`config.mk`:
```
export PLATFORM = sky130hd
export DESIGN_NAME = scene_loader
export DESIGN_NICKNAME = d
export VERILOG_FILES = /design/src/rtl/scene_loader_pkg.sv /design/src/rtl/sl_word_fifo.sv /design/src/rtl/scene_loader.sv
export SDC_FILE = /design/constraint.sdc
export NUM_CORES = 1
export LEC_CHECK = 0
export BUFFER_PORTS_ARGS = -buffer_cell sky130_fd_sc_hd__buf_2
export CORE_MARGIN = 4
export CORE_UTILIZATION = 50
export DETAILED_ROUTE_END_ITERATION = 8
export PLACE_DENSITY_LB_ADDON = 0.25
export SLEW_MARGIN = 25
export SYNTH_ARGS = -nofsm -noshare
export SYNTH_HDL_FRONTEND = slang
export SYNTH_SLANG_ARGS = --single-unit
```
`constraint.sdc`:
```
create_clock -name clk -period 3.55 [get_ports clk]
set_input_delay 0.355 -clock clk [delete_from_list [all_inputs] [get_ports clk]]
set_output_delay 0.355 -clock clk [all_outputs]
set_load 0.1 [all_outputs]
```
`src/rtl/scene_loader_pkg.sv`:
```
// Shared types and constants for the scene loader.
// Word address helper maps a byte pair index onto SRAM.
package scene_loader_pkg;

    typedef enum logic [1:0] {
        SL_IDLE,
        SL_LOAD,
        SL_FLUSH,
        SL_DONE
    } sl_state_t;

    localparam logic [19:0] SCENE_BASE_ADDR = 20'h0;
    localparam int          SL_FIFO_DEPTH   = 4;
    localparam int          SL_WORD_W       = 36;

    function automatic logic [19:0] sl_word_addr(
        input logic [19:0] base,
        input logic [14:0] widx
    );
        return base + {5'd0, widx};
    endfunction

endpackage

```
`src/rtl/sl_word_fifo.sv`:
```
// Small write-word FIFO: {addr, data} entries, head is combinational.
// A push into a full FIFO succeeds only when a pop frees the slot.
module sl_word_fifo #(
    parameter int DEPTH = 4,
    parameter int W     = 36
) (
    input  logic         clk,
    input  logic         rst_b,
    input  logic         push,
    input  logic [W-1:0] din,
    input  logic         pop,
    output logic [W-1:0] dout,
    output logic         full,
    output logic         empty
);

    localparam int             AW       = $clog2(DEPTH);
    localparam logic [AW-1:0]  PTR_ONE  = 1;
    localparam logic [AW:0]    CNT_ONE  = 1;
    localparam logic [AW:0]    FULL_CNT = (AW + 1)'(DEPTH);

    logic [W-1:0]  mem_q [DEPTH];
    logic [AW-1:0] wr_q;
    logic [AW-1:0] rd_q;
    logic [AW:0]   cnt_q;
    logic          do_push;
    logic          do_pop;

    assign full    = (cnt_q == FULL_CNT);
    assign empty   = (cnt_q == '0);
    assign do_pop  = pop && !empty;
    assign do_push = push && (!full || do_pop);
    assign dout    = mem_q[rd_q];

    // Storage array; contents are don't-care while empty.
    always_ff @(posedge clk) begin
        if (do_push) mem_q[wr_q] <= din;
    end

    // Pointer and occupancy tracking.
    always_ff @(posedge clk or negedge rst_b) begin
        if (!rst_b) begin
            wr_q  <= '0;
            rd_q  <= '0;
            cnt_q <= '0;
        end else begin
            if (do_push) wr_q <= wr_q + PTR_ONE;
            if (do_pop)  rd_q <= rd_q + PTR_ONE;
            if (do_push && !do_pop)      cnt_q <= cnt_q + CNT_ONE;
            else if (do_pop && !do_push) cnt_q <= cnt_q - CNT_ONE;
        end
    end

endmodule

```
`src/rtl/scene_loader.sv`:
```
// Packs XMODEM scene bytes into 16-bit SRAM words via a small FIFO.
// Bad blocks rewind the byte index to the start of the block.
module scene_loader
    import scene_loader_pkg::*;
#(
    parameter logic [19:0] BASE_ADDR  = SCENE_BASE_ADDR,
    parameter int          FIFO_DEPTH = SL_FIFO_DEPTH
) (
    input  logic        clk,
    input  logic        rst_b,
    input  logic [7:0]  xmodem_data_byte,
    input  logic        xmodem_saw_valid_msg_byte,
    input  logic        xmodem_saw_valid_block,
    input  logic        xmodem_receiving_repeat_block,
    input  logic        xmodem_saw_invalid_block,
    input  logic        xmodem_done,
    output logic [7:0]  sl_block_num,
    output logic        sl_we,
    output logic [19:0] sl_addr,
    output logic [15:0] sl_data,
    input  logic        sl_stall,
    output logic [15:0] sl_byte_cnt,
    output logic        scene_loaded,
    output logic        sl_overflow
);

    sl_state_t            state_q;
    logic [15:0]          cnt_q;
    logic [15:0]          blk_cnt_q;
    logic [7:0]           pack_q;
    logic [7:0]           blk_num_q;
    logic                 loaded_q;
    logic                 ovf_q;

    logic                 in_idle;
    logic                 in_load;
    logic                 in_flush;
    logic                 in_done;
    logic                 accept;
    logic                 take;
    logic [15:0]          idx;
    logic                 push;
    logic [SL_WORD_W-1:0] push_word;
    logic                 pop;
    logic                 ovf_set;
    logic [SL_WORD_W-1:0] head;
    logic                 full;
    logic                 empty;

    assign in_idle  = (state_q == SL_IDLE);
    assign in_load  = (state_q == SL_LOAD);
    assign in_flush = (state_q == SL_FLUSH);
    assign in_done  = (state_q == SL_DONE);

    assign accept = xmodem_saw_valid_msg_byte && !xmodem_receiving_repeat_block;
    assign take   = accept && ((in_idle && !xmodem_done)
                  || (in_load && !xmodem_done && !xmodem_saw_invalid_block)
                  || in_done);
    // A new scene out of DONE starts again at byte 0.
    assign idx    = in_done ? 16'd0 : cnt_q;

    // Odd bytes complete a word; EOT flushes a lone trailing byte.
    always_comb begin
        push      = 1'b0;
        push_word = '0;
        if (in_load && xmodem_done && cnt_q[0]) begin
            push      = 1'b1;
            push_word = {sl_word_addr(BASE_ADDR, cnt_q[15:1]), 8'h00, pack_q};
        end else if (take && idx[0]) begin
            push      = 1'b1;
            push_word = {sl_word_addr(BASE_ADDR, idx[15:1]),
                         xmodem_data_byte, pack_q};
        end
    end

    assign pop     = !empty && !sl_stall;
    assign ovf_set = push && full && !pop;

    sl_word_fifo #(
        .DEPTH (FIFO_DEPTH),
        .W     (SL_WORD_W)
    ) u_fifo (
        .clk   (clk),
        .rst_b (rst_b),
        .push  (push),
        .din   (push_word),
        .pop   (pop),
        .dout  (head),
        .full  (full),
        .empty (empty)
    );

    // Scene FSM with byte counting, block rewind and status flags.
    always_ff @(posedge clk or negedge rst_b) begin
        if (!rst_b) begin
            state_q   <= SL_IDLE;
            cnt_q     <= '0;
            blk_cnt_q <= '0;
            pack_q    <= '0;
            blk_num_q <= '0;
            loaded_q  <= 1'b0;
            ovf_q     <= 1'b0;
        end else begin
            if (ovf_set) ovf_q <= 1'b1;
            if (take) begin
                cnt_q <= idx + 16'd1;
                if (!idx[0]) pack_q <= xmodem_data_byte;
                if (xmodem_saw_valid_block) begin
                    blk_num_q <= (in_done ? 8'd0 : blk_num_q) + 8'd1;
                    blk_cnt_q <= idx;
                end else if (in_done) begin
                    blk_num_q <= '0;
                    blk_cnt_q <= '0;
                end
            end
            unique case (1'b1)
                in_idle: begin
                    if (xmodem_done) begin
                        state_q  <= SL_DONE;
                        loaded_q <= 1'b1;
                    end else if (take) begin
                        state_q <= SL_LOAD;
                    end
                end
                in_load: begin
                    if (xmodem_done) begin
                        state_q <= SL_FLUSH;
                    end else if (xmodem_saw_invalid_block) begin
                        cnt_q  <= blk_cnt_q;
                        pack_q <= '0;
                    end
                end
                in_flush: begin
                    if (empty) begin
                        state_q  <= SL_DONE;
                        loaded_q <= 1'b1;
                    end
                end
                in_done: begin
                    if (take) begin
                        state_q  <= SL_LOAD;
                        loaded_q <= 1'b0;
                        ovf_q    <= 1'b0;
                    end
                end
                default: state_q <= SL_IDLE;
            endcase
        end
    end

    assign sl_we        = !empty;
    assign sl_addr      = empty ? 20'h0 : head[35:16];
    assign sl_data      = empty ? 16'h0 : head[15:0];
    assign sl_block_num = blk_num_q;
    assign sl_byte_cnt  = cnt_q;
    assign scene_loaded = loaded_q;
    assign sl_overflow  = ovf_q;

endmodule

```
==> results of run 1 <==
==> cells in the final DEF, fill, tap and decap left out, types with 8 or more instances in the layout <==
| cell type | count |
|---|---|
| dfrtp_1 | 58 |
| nor2_1 | 15 |
| a21oi_1 | 16 |
| nand4_1 | 10 |
| o21ai_0 | 10 |
| and2_1 | 8 |
| a22o_1 | 14 |
| clkbuf_16 | 17 |
| buf_4 | 13 |
| nand3_1 | 20 |
| nor2b_1 | 32 |
| xor2_1 | 9 |
| nand2_1 | 43 |
| edfxtp_1 | 124 |
| mux4_2 | 31 |
| and3_1 | 34 |
| buf_2 | 73 |
==> routing by layer <==
| metal | vias to the layer above | part of all wire [%] |
|---|---|---|
| met5 | - | 0 |
| met4 | 0 | 1.4 |
| met3 | 19 | 4.6 |
| met2 | 133 | 51 |
| met1 | 2496 | 43 |
| li1 | 2219 | - |
==> state kept, by name, summed over array words and instances, names as in the netlist <==
| signal | count |
|---|---|
| blk_cnt_q | 16 |
| scene_loaded | 1 |
| u_fifo.wr_q | 2 |
| state_q | 2 |
| pack_q | 8 |
| u_fifo.cnt_q | 3 |
| u_fifo.rd_q | 2 |
| u_fifo.mem_q | 124 |
| sl_overflow | 1 |
| sl_byte_cnt | 16 |
| sl_block_num | 8 |
==> per-stage QoR <==
| stage | hold slack, ns | cells | utilization (%) | setup slack (ns) |
|---|---|---|---|---|
| after CTS | 0.0377 | 850 | 58.2 | 0.774 |
| final | 0.0161 | 850 | 58.2 | 0.800 |
| after floorplan | 0.0594 | 556 | - | 0.240 |
| after detailed placement | 0.476 | 818 | 54.7 | 0.798 |
| after global placement | 0.471 | 818 | 54.7 | 0.901 |
| after global routing | 0.0650 | 850 | 58.2 | 0.608 |
==> final timing paths <==
kind,endpoint
worst max-delay path,u_fifo.cnt_q[2]
worst min-delay path,sl_block_num[0]
worst max register to register,u_fifo.cnt_q[2]
worst min register to register,sl_byte_cnt[7]
max in group asynchronous,sl_byte_cnt[1]
min in group clk,pack_q[7]
==> final cells by class <==
cell class	count	area (µm²)	share of cell area (%)
clock buffers	24	462	5.01
clock inverters	8	100	1.09
inverters	7	26.3	0.285
multi-input cells	323	2630	28.6
flip-flops and latches	183	5200	56.4
well taps	216	270	2.93
repair buffers	89	523	5.68
==> cells by family after synthesis <==
kind of cell / synth area share (%)
buffers and inverters: 3.12
XOR/XNOR: 1.74
adder cells (fa/ha/maj): 1.34
multiplexers: 9.47
flip-flops: 64.6
other: 0.0466
AO/OA/AOI/OAI: 6.36
AND/OR/NAND/NOR: 13.3
==> worst max-delay path: stages (launching register included) <==
cell and delay [ns]:
dfrtp_1 0.55, a211o_1 0.47, o21ai_4 0.19, nor3b_4 0.34, ha_1 0.24, inv_1 0.06
fa_1 0.37, xor2_1 0.17, nor2_1 0.11, xor2_1 0.17
==> flow_summary.yaml, run 1 <==
run_status:
  status: "completed"
timing:
  slew-limit-headroom_pct: 29.4
  finClkSkew_ns: 0.00694
  rsz0062_at_grt: "false"
  worstMarginPinSlew_ns: 1.06
  setup_viol: 0
  finalCritPeriodShare_pct: 77.5
  drv_slew: 0
  hold_viol: 0
  post-route-min-period_ns: 2.75
  fmax_mhz: 364
  setup_tns_ns: 0
setup_path:
  reg2regPathDepth: 9
  r2r-start: "state_q[1]"
  path_max_fanout: 13
  crit_type: "flip-flop to flip-flop"
  worstSetupStartpointType: "flip-flop"
  rrSetupSlack_ns: 0.80
  required_ns: 3.89
  worstSetupStartpoint: "state_q[1]"
  cp-end-kind: "flip-flop"
  cp.arrival_ns: 3.09
floorplan:
  num_io_pins: 79
  start_util_pct: 50.9
  die_y_um: 135
  core_region_area_um2: 15800
  core.rowCount: 46
  die_area_um2: 18200
  dieWidth_um: 135
clock_network:
  cts_tree: "yes"
  cts_sinks: 183
  cts_root_buf: "clkbuf_16"
  numCtsBuffers: 17
  clockBufferDepth: 2
  cts_hold_buf: 0
  clock_latency_ns: 0.42
  h-tree-depth: 4
  post_cts_resized: 0
  path_clk_slew_ns: 0.07
  postCtsSetupBuffers: 0
logic_synthesis:
  ys_seq_elements: 183
  synth_cell_type_count: 62
  synth_area_um2: 8050
  yosys-top-cells-area: "edfxtp_1 (46%), dfrtp_1 (18%), mux4_2 (8.7%)"
  ys.flop_type: "edfxtp_1"
  synthMostInstantiatedCell: "edfxtp_1"
  synth_top_area_share_pct: 46.3
  synth_edf_count: 124
  async_reset_ff_share_pct: 32.2
  avgSynthCellArea_um2: 14.6
  synth_common_cells: "edfxtp_1 (124), dfrtp_1 (59), nand2_1 (43), and3_1 (34), nor2b_1 (32)"
  yosysTopAreaCell: "edfxtp_1"
  yosysSeqAreaShare_pct: 64.6
  synthCells: 552
  yosys_warnings: 0
placed_design:
  gp_congestion: 0.873
  portBuffers: 73
  post_dp_cell_area_um2: 8650
  place_hpwl_mm: 11.4
cells_and_area:
  syn2layout_area_growth_pct: 14.5
  final_area_um2: 9220
  layout.nets: 645
  drive_gt1_share_pct: 26.5
  antenna_cells: 0
  fillers: 1250
global_route:
  met2_usage_pct: 33.7
  grt_max_degree: 36
  grtUsageMet3_pct: 3.61
  grt_overflow: 0
  antenna_found_initial: 0
  grt.busiest_layer: "met2"
  met1_usage_pct: 28.1
  grt_pass1_vias: 5021
  grtUsageTotal_pct: 20.4
  grt_first_pass_wirelength_mm: 28.3
routing:
  vias_per_cell: 5.73
  drt_iter0_markers: 356
  avgRoutedWirePerCell_um: 20.3
  wl_mm: 17.2
  antenna_left: 0
  dr.pass1.iters: 6
  num_vias: 4867
  drc: 0
flow_run:
  maxCapViolCount: 0
hold_path:
  hold_path_class: "input pin to async pin"
Power of run 1 is not shown: default switching activity piles up to over one toggle a cycle in this logic, so the estimate is an artifact.
==> run 2: changes to the inputs <==
- ABC_AREA: unset -> 1
- clock period: 3.55 -> 2.55 ns (I/O delays scaled with it)
==> flow_summary.yaml, run 2 <==
logic_synthesis:
  yosys-top-cells-area: "edfxtp_1 (45%), dfrtp_1 (18%), nor2_1 (8.7%)"
  synth_top_area_share_pct: 45.1
  yosys_warnings: 0
  synth_area_um2: 8260
  synth_common_cells: "nor2_1 (191), edfxtp_1 (124), o21ai_0 (82), inv_1 (70), nand2_1 (68)"
  synthCells: 804
  yosysSeqAreaShare_pct: 63.0
  synth_cell_type_count: 45
  ys.flop_type: "edfxtp_1"
  ys_seq_elements: 183
  synthMostInstantiatedCell: "nor2_1"
  yosysTopAreaCell: "edfxtp_1"
  synth_edf_count: 124
  avgSynthCellArea_um2: 10.3
  async_reset_ff_share_pct: 32.2
placed_design:
  gp_congestion: 0.887
  place_hpwl_mm: 11.4
  portBuffers: 73
clock_network:
  cts_root_buf: "clkbuf_16"
  cts_sinks: 183
  h-tree-depth: 4
  path_clk_slew_ns: 0.06
  cts_tree: "yes"
  numCtsBuffers: 17
  clock_latency_ns: 0.43
  clockBufferDepth: 2
timing:
  setup_tns_ns: 0
  hold_viol: 0
  finalCritPeriodShare_pct: 94.9
  fmax_mhz: 413
  setup_viol: 0
  worstMarginPinSlew_ns: 0.649
  finClkSkew_ns: 0.00563
  drv_slew: 0
  post-route-min-period_ns: 2.42
  rsz0062_at_grt: "false"
  slew-limit-headroom_pct: 56.7
routing:
  drc: 0
  vias_per_cell: 5.25
  num_vias: 5829
  wl_mm: 17.9
  antenna_left: 0
  dr.pass1.iters: 5
  avgRoutedWirePerCell_um: 16.1
  drt_iter0_markers: 462
cells_and_area:
  drive_gt1_share_pct: 21.4
  syn2layout_area_growth_pct: 23.1
  antenna_cells: 0
  layout.nets: 906
  final_cell_mix: "nor2_1 (187), edfxtp_1 (124), o21ai_0 (82)"
  layout_commonest_cell: "nor2_1"
  regMostFlops: "u_fifo.mem_q"
  largest_register_ff_count: 124
flow_run:
  maxCapViolCount: 0
global_route:
  grt_first_pass_wirelength_mm: 29.0
  grt_max_degree: 60
  grt_pass1_vias: 5641
  grt_overflow: 0
  grtUsageTotal_pct: 20.3
  antenna_found_initial: 0
setup_path:
  critPathMaxStageDelay_ns: 0.55
  required_ns: 2.30
  cp.arrival_ns: 2.17
  worstPathCellList: "nor3_4, buf_4, inv_1, buf_2"
  crit_type: "flip-flop to primary output"
  worstSetupStartpointType: "flip-flop"
  cp-end-kind: "primary output"
  cp_slowest_cell: "buf_4"
  path_max_fanout: 32
floorplan:
  start_util_pct: 51.4
  die_y_um: 137
  die_area_um2: 18600
  core.rowCount: 46
  core_region_area_um2: 16100
  num_io_pins: 79
  dieWidth_um: 137
hold_path:
  hold_path_class: "input pin to flip-flop"
run_status:
  status: "completed"
-- run 2: cell count changes in the layout (fill, tap and decap cells not counted), moves of 32 or more --
cell,previous run,this run
nor2_1,15,187
o21ai_0,10,82
inv_1,7,69
buf_12,3,37
and3_1,34,1
nor2b_1,32,0
-- run 2: final timing paths --
check	cells past startpoint	to	from	slack, ns
min in group asynchronous	3	sl_byte_cnt[11]	rst_b	0.36
max in group asynchronous	3	u_fifo.rd_q[0]	rst_b	1.89
min	3	pack_q[7]	xmodem_data_byte[7]	0.12
min reg2reg	2	sl_byte_cnt[11]	blk_cnt_q[11]	0.49
max	4	sl_we	u_fifo.cnt_q[0]	0.13
max reg2reg	15	u_fifo.cnt_q[2]	state_q[1]	0.17
-- run 2: routing by layer --
layer  GRT usage (%)  routed length (µm)  part of all wire (%)  vias to the layer above
met5               0                   0                     0                        -
met4            6.77                 272                   1.5                        0
met3            4.23                1120                   6.2                       25
met2            32.8                8740                    49                      165
met1            27.6                7790                    43                     2786
li1                -                   -                     -                     2853
-- run 2: per-stage QoR --
| stage | cells | util [%] | setup slack (ns) | hold slack, ns | area, µm² |
|---|---|---|---|---|---|
| 2_1_floorplan | 808 | - | 0.00184 | -0.0406 | 8400 |
| 3_3_place_gp | 1075 | 59.1 | 0.229 | 0.285 | 9500 |
| 3_5_place_dp | 1075 | 59.1 | 0.181 | 0.285 | 9500 |
| 4_1_cts | 1107 | 63.1 | 0.0930 | 0.105 | 10100 |
| 5_1_grt | 1110 | 63.3 | 0.00634 | 0.103 | 10200 |
| 6_report | 1110 | 63.3 | 0.129 | 0.120 | 10200 |
-- run 2: kinds of logic (layout without fill, tap and decap cells) --
| family | Yosys count | count (layout) | synth area share [%] |
|---|---|---|---|
| xor+xnor | 17 | 17 | 1.80 |
| flops | 183 | 183 | 63.0 |
| compound gates | 161 | 161 | 10.5 |
| mux | 1 | 1 | 0.136 |
| fa+ha+maj | 8 | 8 | 1.30 |
| buf+inv | 118 | 204 | 6.33 |
| other cells | 1 | 5 | 0.0454 |
| simple gates | 315 | 315 | 16.9 |
-- run 2: area by class of cell --
cell class                      count  area [µm²]
Fill cell                        1247        5890
Multi-Input combinational cell    507        2680
Inverter                           77         297
Clock buffer                       18         429
Timing Repair Buffer               96        1080
Tap cell                          216         270
Clock inverter                     13         204
Sequential cell                   183        5200
-- run 2: what timing repair did --
item	in CTS	in global routing
setup buffers	0	3
hold buffers	1	0
setup endpoints to repair	0	13
resized for setup	0	1
hold endpoints to repair	59	0
-- run 2: critical path: cells and delay by family (launching register included) --
family | cells | cell delay [ns]
AND/OR/NAND/NOR | 1 | 0.22
buffers and inverters | 3 | 1.07
flip-flops | 1 | 0.45
Power of run 2 is left out for the same reason.
